===== src/rtl/spi_pkg.sv =====
// Shared SPI types: the byte type used by the master, slaves and receive buffers.
package spi_pkg;

  localparam int SPI_BYTE_W = 8;

  typedef logic [SPI_BYTE_W-1:0] spi_byte_t;

endpackage


===== src/rtl/spi_sync_fifo.sv =====
// Synchronous FIFO with registered storage and a combinational head read.
// A push while full is accepted only if a pop frees the head slot in the same
// cycle; a pop while empty is ignored. Overflow reporting is left to the user.
module spi_sync_fifo
  import spi_pkg::*;
#(
  parameter int unsigned DEPTH = 8,
  parameter int unsigned WIDTH = SPI_BYTE_W
) (
  input  logic                     i_clk,
  input  logic                     i_rstN,
  input  logic                     i_push,
  input  logic                     i_pop,
  input  logic [WIDTH-1:0]         i_wdata,
  output logic [WIDTH-1:0]         o_rdata,
  output logic [$clog2(DEPTH):0]   o_count,
  output logic                     o_full,
  output logic                     o_empty
);

  localparam int unsigned PW = $clog2(DEPTH);
  localparam int unsigned CW = PW + 1;

  logic [WIDTH-1:0] r_mem [DEPTH];
  logic [PW-1:0]    r_wptr;
  logic [PW-1:0]    r_rptr;
  logic [CW-1:0]    r_count;
  logic             w_doPush;
  logic             w_doPop;

  assign o_count  = r_count;
  assign o_full   = (r_count == CW'(DEPTH));
  assign o_empty  = (r_count == '0);
  assign w_doPop  = i_pop & ~o_empty;
  assign w_doPush = i_push & (~o_full | w_doPop);
  assign o_rdata  = o_empty ? '0 : r_mem[r_rptr];

  // Storage is not reset; an empty FIFO presents zero on the read port instead.
  always_ff @(posedge i_clk) begin
    if (i_rstN && w_doPush) begin
      r_mem[r_wptr] <= i_wdata;
    end
  end

  // Pointers wrap naturally because DEPTH is a power of two; count tracks net traffic.
  always_ff @(posedge i_clk) begin
    if (!i_rstN) begin
      r_wptr  <= '0;
      r_rptr  <= '0;
      r_count <= '0;
    end else begin
      if (w_doPush) begin
        r_wptr <= r_wptr + PW'(1);
      end
      if (w_doPop) begin
        r_rptr <= r_rptr + PW'(1);
      end
      unique case ({w_doPush, w_doPop})
        2'b10:   r_count <= r_count + CW'(1);
        2'b01:   r_count <= r_count - CW'(1);
        default: r_count <= r_count;
      endcase
    end
  end

endmodule


===== src/rtl/spi_rx_buffer.sv =====
// Receive buffer behind an SPI slave: turns each rising edge of the slave's
// ready level into one FIFO write of the received byte, and reports occupancy,
// high-water and a sticky overflow flag to the local consumer.
module spi_rx_buffer
  import spi_pkg::*;
#(
  parameter int unsigned DEPTH = 8,
  parameter int unsigned HIWAT = 6
) (
  input  logic                   Clk_i,
  input  logic                   Rst_ni,
  input  logic                   Ready_i,
  input  spi_byte_t              Rcvd_i,
  output spi_byte_t              Data_o,
  output logic                   Valid_o,
  input  logic                   Pop_i,
  output logic [$clog2(DEPTH):0] Count_o,
  output logic                   Full_o,
  output logic                   Hiwat_o,
  output logic                   Overflow_o,
  input  logic                   ClrOvf_i
);

  localparam int unsigned CW = $clog2(DEPTH) + 1;

  logic r_rdyQ;
  logic r_overflow;
  logic w_push;
  logic w_full;
  logic w_empty;
  logic w_dropped;

  assign w_push     = Ready_i & ~r_rdyQ;
  assign Valid_o    = ~w_empty;
  assign Full_o     = w_full;
  assign Hiwat_o    = (Count_o >= CW'(HIWAT));
  assign Overflow_o = r_overflow;
  assign w_dropped  = w_push & w_full & ~(Pop_i & Valid_o);

  // Edge register follows Ready_i even in reset (it is 0 whenever Ready_i was
  // low), so a Ready_i held high across reset release reads as a level, not a new byte.
  always_ff @(posedge Clk_i) begin
    r_rdyQ <= Ready_i;
  end

  // Sticky overflow: a dropped byte sets it and wins over a same-cycle clear.
  always_ff @(posedge Clk_i) begin
    if (!Rst_ni) begin
      r_overflow <= 1'b0;
    end else if (w_dropped) begin
      r_overflow <= 1'b1;
    end else if (ClrOvf_i) begin
      r_overflow <= 1'b0;
    end
  end

  spi_sync_fifo #(
    .DEPTH (DEPTH),
    .WIDTH (SPI_BYTE_W)
  ) u_fifo (
    .i_clk   (Clk_i),
    .i_rstN  (Rst_ni),
    .i_push  (w_push),
    .i_pop   (Pop_i),
    .i_wdata (Rcvd_i),
    .o_rdata (Data_o),
    .o_count (Count_o),
    .o_full  (w_full),
    .o_empty (w_empty)
  );

endmodule


===== config.mk =====
export PLATFORM = sky130hd
export DESIGN_NAME = spi_rx_buffer
export DESIGN_NICKNAME = d
export VERILOG_FILES = /design/src/rtl/spi_pkg.sv /design/src/rtl/spi_sync_fifo.sv /design/src/rtl/spi_rx_buffer.sv
export SDC_FILE = /design/constraint.sdc
export NUM_CORES = 1
export LEC_CHECK = 0
export CAP_MARGIN = 20
export CELL_PAD_IN_SITES_DETAIL_PLACEMENT = 1
export CELL_PAD_IN_SITES_GLOBAL_PLACEMENT = 1
export CORE_MARGIN = 2
export CORE_UTILIZATION = 52
export CTS_CLUSTER_DIAMETER = 60
export DETAILED_ROUTE_END_ITERATION = 7
export PLACE_DENSITY_LB_ADDON = 0.1
export SYNTH_ARGS = -nofsm -noshare
export SYNTH_HDL_FRONTEND = slang
export SYNTH_HIERARCHICAL = 1
export SYNTH_SLANG_ARGS = --single-unit

===== constraint.sdc =====
create_clock -name Clk_i -period 3.9 [get_ports Clk_i]
set_input_delay 0.39 -clock Clk_i [delete_from_list [all_inputs] [get_ports Clk_i]]
set_output_delay 0.39 -clock Clk_i [all_outputs]
set_load 0.01 [all_outputs]

==> results by stage, run 1 <==
Setup path:
- The setup path with the least slack is of type flip-flop to output pin.
- At the worst endpoint, the arrival time is 2.42 ns.
- The critical path's slowest cell is sky130_fd_sc_hd__dfxtp_1.
- The critical path endpoint category is an output pin.
- Of all nets on the critical path, the largest fanout is 16.
- The critical path required time is 3.51 ns.
- STA classifies the critical path startpoint as a flip-flop.
- The signal on the critical path passes through mux4_2 > mux2i_1 > nor2_1 > clkdlybuf4s50_1.
- For this run, the slowest stage of the critical path takes 0.87 ns.
- The setup check on the worst reg-to-reg path leaves a slack of 1.12 ns.

Timing:
- The number of pins with negative max-slew slack in the final report came to 0.
- The final critical-path share of the clock period is 71.9%.
- The smallest setup slack after layout is 1.09 ns.
- The final critical path time including I/O delays and setup is roughly 2.8 ns.
- The final hold slack is 0.529 ns.
- Setup repair after global routing left no endpoint under its margin.
- For the pin with the worst max-slew slack, the measured transition is approximately 0.9 ns.
- Measured against its own limit, the worst slew margin works out to 39.2%.
- The number of hold-slack violations in the final timing report was 0.
- The total negative slack for setup checks is 0 ns.
- The clock skew after layout is 0.0113 ns.
- The final count of negative-setup-slack endpoints is 0.
- The achievable clock frequency is roughly 360 MHz.

GRT:
- In the global route stage, overall resource usage came out at between 20% and 30%.
- The wire length of the first global-routing pass is 11.2 mm.
- The global-route congestion overflow total is 0.
- The initial antenna violation count is 0.
- The maximum number of pins on one net before global-route repair is 17.
- The via count of the first global-routing pass is 2,013.

Routing:
- In this run the remaining antenna-violating nets after routing total 0.
- The via-per-instance ratio is 5.86.
- After detailed routing, the average wire length per cell comes to roughly 23 µm.
- The routed layout has 1,840 vias.
- The detailed router's first-iteration violation count is between 100 and 150.
- The total routed wirelength is approximately 7.1 mm.
- In the routed design, unresolved DRC markers number 0.
- The first-pass iteration count of the detailed router is 4.

Placed design:
- Detailed placement ended at an HPWL of 4.68 mm.
- Once placement completed, the tool counted placed cells totaling just under 300.
- The congestion estimate from routability-driven global placement came to about 0.8.
- The number of buffers added on ports is 28.
- The worst slack at placement is 0.994 ns.

Yosys:
- For this run, the register share of the synthesized area comes to between 60% and 70%.
- The most used flip-flop cell after synthesis is sky130_fd_sc_hd__edfxtp_1.
- The most common cell in the synthesized netlist is sky130_fd_sc_hd__edfxtp_1.
- The yosys synthesis warning count is 6.
- In the post-synthesis netlist, the biggest area contributors are sky130_fd_sc_hd__edfxtp_1, sky130_fd_sc_hd__mux4_2, sky130_fd_sc_hd__dfxtp_1.
- The synthesized design spends more area on one cell type than any other, namely sky130_fd_sc_hd__edfxtp_1.
- The fraction of synthesis flops using an asynchronous set or reset pin is 0%.
- The synthesized area per cell is about 17 µm².
- The flip-flop and latch count after synthesis is between 70 and 80.
- The number of distinct library cell variants in the gate-level netlist after synthesis is 44.
- The proportion of netlist area held by the largest area contributor is 58.1%.
- The synthesized design contains 64 enable-type register cells.
- The post-synthesis instance area is approximately 3300 µm².
- When the netlist entered floorplanning its net count stood at 212.
- Synthesis handed over a netlist of roughly 190 instances.
- By count the netlist is led by sky130_fd_sc_hd__edfxtp_1, sky130_fd_sc_hd__nor2_1, sky130_fd_sc_hd__mux4_2.

Run:
- Max-cap violations in this run came to 0.

Power:
- For this design the ratio of total power to cell area is 633 nW/µm².
- Net switching is roughly 30% of the power.
- The largest voltage drop on the vdd net is 0.466 mV.
- For this design the total switching power over the nets is 736 µW.
- Per report_power, the sequential group accounts for 41.7% of the total.
- The internal portion of the total power is between 1500 and 2000 µW.
- Of the total power, the clock network draws 26.3%.
- After layout, the design draws a total of 2480 µW.
- Combinational cells account for 32.0% of the total power.
- The analysis attributes to cell leakage a power of between 0.001 and 0.0015 µW.

Clocking:
- Clock-pin slew was measured on the worst setup and hold paths at 0.08 ns.
- The count of instances resized after the clock tree is built is 0.
- Clock tree synthesis found a total of 79 sinks.
- The later-pin clock latency in the skew report is 0.35 ns.
- The number of buffers created by CTS is 9.
- The clock tree synthesis step divided the H-tree into 3 levels.
- The maximum number of buffers from clock root to sink is 2.
- The number of setup buffers added after CTS is 0.
- TritonCTS built the clock tree.
- The root buffer cell chosen for the clock tree is sky130_fd_sc_hd__clkbuf_8.
- The total of hold buffers inserted after clock tree synthesis is 0.

Outcome:
- The flow ran to the end, and the final reports show no timing, DRC or antenna violations.

Floorplanning:
- The number of core rows is 29.
- The total area inside the core boundary comes to 6240 µm².
- 29 I/O pins were placed.
- The floorplan step defined a die boundary enclosing between 7000 and 8000 µm².
- The floorplan die height is 83.8 µm.
- The starting utilization of the core area is 53.0%.
- The floorplan step set the die width to 83.8 µm.

Final layout:
- 0 antenna diodes ended up in the layout.
- The final net count is between 200 and 300.
- The share of final-layout standard cells stronger than drive strength 1 is between 15 and 20%.
- The layout-stage area growth over the synthesis result is 18.3%.
- Leaving out filler cells and counting taps, the final layout contains 314.

Worst hold path:
- The min-delay analysis places its worst path in the category input pin to flip-flop.
## final cells by class
class / instances / area [µm²]
well taps: 77 / 96.3
repair buffers: 36 / 340
flip-flops and latches: 79 / 2220
fillers: 580 / 2330
inverters: 6 / 22.5
clock buffers: 14 / 184
multi-input cells: 100 / 1010
clock inverters: 2 / 37.5
## registers in the layout (all words and copies together) (netlist names), named ones only
signal	cells
u_fifo/o_count	4
r_rdyQ	1
u_fifo/r_wptr	3
Overflow_o	1
u_fifo/r_rptr	3
u_fifo/r_mem	64
## path summary, 6_finish.rpt
path,startpoint,end,depth (start not counted)
worst max-delay path,flip-flop,Data_o[4],4
worst min-delay path,Ready_i,r_rdyQ,1
worst max register to register,u_fifo/o_count[1],u_fifo/o_count[3],9
worst min register to register,u_fifo/r_rptr[2],u_fifo/r_rptr[2],2
## power groups by stage
stage	clock network [µW]	logic (µW)	registers, µW
floorplan	0	530	1010
global placement	0	767	1050
detailed placement	0	800	1050
CTS	665	805	1030
global route	703	856	1040
finish	652	794	1030
## per-stage QoR
step	util [%]	cell area, µm²
2_1_floorplan	-	3310
3_3_place_gp	59.2	3690
3_5_place_dp	59.2	3690
4_1_cts	62.7	3920
5_1_grt	62.7	3920
6_report	62.7	3920
## per-layer routing
metal	up-vias	wire length (µm)	GRT usage, %
met3	19	270	4.95
met2	50	3800	37.6
li1	836	-	-
met4	0	194	10.3
met1	935	2820	26.5
met5	-	0	0
## cell families after synthesis
logic type	after synthesis	synth area share [%]
xor gates and xnor gates	7	1.85
and+or+nand+nor	45	7.79
muxes	26	13.9
buffers and inverters	15	2.23
adders and majority gates	5	2.12
AOI/OAI and AO/OA	17	4.92
DFF	79	67.2
## layout by cell type, fill, tap and decap left out, types with 3 or more instances in the layout
cell and instances:
sky130_fd_sc_hd__edfxtp_1 64, sky130_fd_sc_hd__clkdlybuf4s50_1 28, sky130_fd_sc_hd__nor2_1 20, sky130_fd_sc_hd__mux4_2 16, sky130_fd_sc_hd__dfxtp_1 15, sky130_fd_sc_hd__clkbuf_8 11, sky130_fd_sc_hd__mux2i_1 10, sky130_fd_sc_hd__buf_4 8
sky130_fd_sc_hd__inv_1 5, sky130_fd_sc_hd__nor3_1 5, sky130_fd_sc_hd__xor2_1 4, sky130_fd_sc_hd__ha_1 4, sky130_fd_sc_hd__nand3_1 3, sky130_fd_sc_hd__nand2_1 3, sky130_fd_sc_hd__xnor2_1 3, sky130_fd_sc_hd__a21oi_1 3
## critical path, delay by kind of cell (launching register included)
| kind | cells | cell delay, ns |
|---|---|---|
| muxes | 2 | 0.60 |
| and+or+nand+nor | 1 | 0.07 |
| DFF | 1 | 0.87 |
| buffers and inverters | 1 | 0.53 |
Power figures use the tool's default switching activity.
==> run 2: changes to the inputs <==
CORE_UTILIZATION = 48   (was 52)
clock period = 2.8 ns   (was 3.9 ns; I/O delays follow)
==> run 2 against run 1 <==
Effect of this change: clock-buffer cell count fell by 5; sequential power is 33% higher; non-clock buffer count grew 12; combinational power up 56%; flip-flop and latch count stayed put; clock power is 24% higher; critical path depth rose by 5; wire length down 0.92%; critical path type is now flip-flop to flip-flop; critical endpoint is now u_fifo/o_count[3].
==> results by stage, run 2 (same netlist as run 1, synthesis figures left out) <==
Outcome:
- The run finished with clean final reports.

Routing:
- In this run, the number of DRC markers left after iteration 0 of detailed routing was 91.
- After detailed routing, the number of remaining DRC violations is 0.
- For this block, the routed nets add up to between 7 and 8 mm of wire.
- The first-pass iteration count of the detailed router is 4.
- For this block, the via count after detailed routing is 1,850.
- The via-per-instance ratio is 5.62.
- In this run the remaining antenna-violating nets after routing total 0.
- In the final routed layout, each cell accounts on average for 21.3 µm.

Final layout:
- The repair_antennas step left the layout with diodes totalling 0.
- The count of non-filler cells in the finished layout is between 300 and 400.
- The register with the most flip-flops in the layout has between 60 and 70 of them.
- The final net count is 262.
- In the layout the commonest cells are sky130_fd_sc_hd__edfxtp_1, sky130_fd_sc_hd__clkdlybuf4s50_1, sky130_fd_sc_hd__buf_4, sky130_fd_sc_hd__nor2_1, sky130_fd_sc_hd__mux4_2.
- Of the cells placed in the final design, the portion with a size suffix greater than 1 is approximately 24%.
- From synthesis to final layout, the design area changed by 20.4%.
- The register ranked first by flip-flop count is u_fifo/r_mem.
- The number of filler instances in the final layout is 609.
- Leaving out fill and tap cells, the most frequent cell in the layout is sky130_fd_sc_hd__edfxtp_1.

Setup path:
- Among all stages on the critical path, the largest delay is contributed by sky130_fd_sc_hd__or3_4.
- The gate family responsible for the most delay along the worst path is compound AO/OA/AOI/OAI gates.
- In this run the worst path has a maximum fanout of 4.
- The class of the most critical setup path is flip-flop to flip-flop.
- The worst setup path is launched from a flip-flop.
- Traced cell by cell, the critical path runs through or3_4 > o21ai_2 > nand2b_1 > inv_1 > ha_1 > nand3_1 > a211o_1 > a32o_1 > o21a_1.
- The critical path required time is 3.03 ns.
- The signal arrival time at the worst endpoint is about 2.8 ns.
- The critical path's largest stage delay is 0.42 ns.
- The critical path endpoint category is a flip-flop.
- The buffers plus inverters on the worst setup path is 1.

Worst hold path:
- The type of the tightest min-delay check is input pin to flip-flop.

Timing:
- The clock period could shrink to 2.59 ns.
- Headroom to the max-slew limit came out at 45.8%.
- The total negative slack for setup checks is 0 ns.
- Derived from the worst setup path, the maximum achievable clock frequency is between 300 and 400 MHz.
- The final count of negative-setup-slack endpoints is 0.
- On the final layout, the worst clock skew is approximately 0.011 ns.
- For the pin with the worst max-slew slack, the measured transition is approximately 0.8 ns.
- The number of pins with negative max-slew slack in the final report is 0.
- In the finished design, the share of the clock period the worst path needs comes to 92.5%.
- Setup repair after global routing left no endpoint under its margin.
- The number of hold-slack violations in the final timing report is 0.

Clocking:
- The clock tree from TritonCTS is yes.
- CTS saw 79 sinks.
- The buffer type at the clock tree root is sky130_fd_sc_hd__clkbuf_8.
- The depth of the CTS H-tree is 3.
- The clock transition at the registers of the reported paths is 0.07 ns.
- At the later pin of the worst-skew pair, clock insertion delay measures 0.34 ns.
- Once the clock tree was built, the setup fixing pass inserted 0 buffers.
- Gates resized during post-CTS repair numbered 0.
- Buffers inserted to repair hold after CTS numbered 0.
- The maximum number of buffers from clock root to sink is 2.
- In this run, CTS created clock tree buffers numbering 9.

Floorplanning:
- The die covers approximately 7600 µm².
- The standard cell core area is 6720 µm².
- The starting utilization of the core area is 49.2%.
- After floorplanning, the core was divided into 30 placement rows.
- The I/O pin total is 29.
- The die width is 87.0 µm.
- The die is 87.0 µm tall.

Power:
- The power density relative to cell area is 858 nW/µm².
- Across the VDD grid, the largest voltage drop is 0.404 mV.
- The static leakage is 0.00135 µW.

Run:
- Max-cap violations in this run came to 0.

GRT:
- The global-route congestion overflow total is 0.
- The wire length of the first global-routing pass is 11.0 mm.
- The total global-route track usage is 20.5%.
- The maximum number of pins on one net before global-route repair is 17.
- The via count of the first global-routing pass is 2,112.
- The initial antenna violation count was 0.

Placed design:
- At the end of routability-driven placement, the weighted congestion stood at 0.763.
- Buffers placed on the I/O ports in this run total 28.
- Once detailed placement completed, the half-perimeter wirelength came to 4.77 mm.
- Counting tap cells, the placed design contains a total of roughly 310 instances.
run 2: per-stage QoR:
stage	hold slack [ns]	power, µW	utilization, %	cell area (µm²)	setup slack [ns]
global placement	0.513	2600	56.4	3790	0.333
CTS	0.417	3460	59.3	3980	0.224
finish	0.432	3420	59.3	3980	0.210
global route	0.428	3600	59.3	3980	0.0528
detailed placement	0.548	2650	56.4	3790	0.188
floorplan	0.308	2140	-	3310	0.274
run 2: per-layer routing:
layer	share of wire, %	vias to the layer above	track usage (%)	wire (µm)
met5	0	-	0	0
met4	0.96	0	6.68	67
met3	3.8	6	5.50	267
met2	55	40	36.2	3880
met1	40	950	24.2	2790
li1	-	854	-	-
run 2: area by class of cell:
type                    count  area, µm²  area share [%]
repair buffers             48        430            10.8
clock inverters             7       71.3            1.79
multi-input cells         100       1010            25.4
inverters                   6       22.5           0.566
well taps                  80        100            2.51
clock buffers               9        124            3.11
flip-flops and latches     79       2220            55.8
run 2: power by group:
| part | internal [µW] | total (µW) | switching (µW) |
|---|---|---|---|
| registers | 1320 | 1370 | 46.9 |
| clock network | 411 | 809 | 398 |
| logic | 648 | 1240 | 592 |
run 2: worst paths after layout:
| check | start | endpoint | slack (ns) | cells after the start |
|---|---|---|---|---|
| worst max-delay path | u_fifo/o_count[1] | u_fifo/o_count[3] | 0.21 | 9 |
| worst min-delay path | Ready_i | r_rdyQ | 0.43 | 1 |
| worst max register to register | u_fifo/o_count[1] | u_fifo/o_count[3] | 0.21 | 9 |
| worst min register to register | u_fifo/r_rptr[2] | u_fifo/r_rptr[2] | 0.57 | 2 |
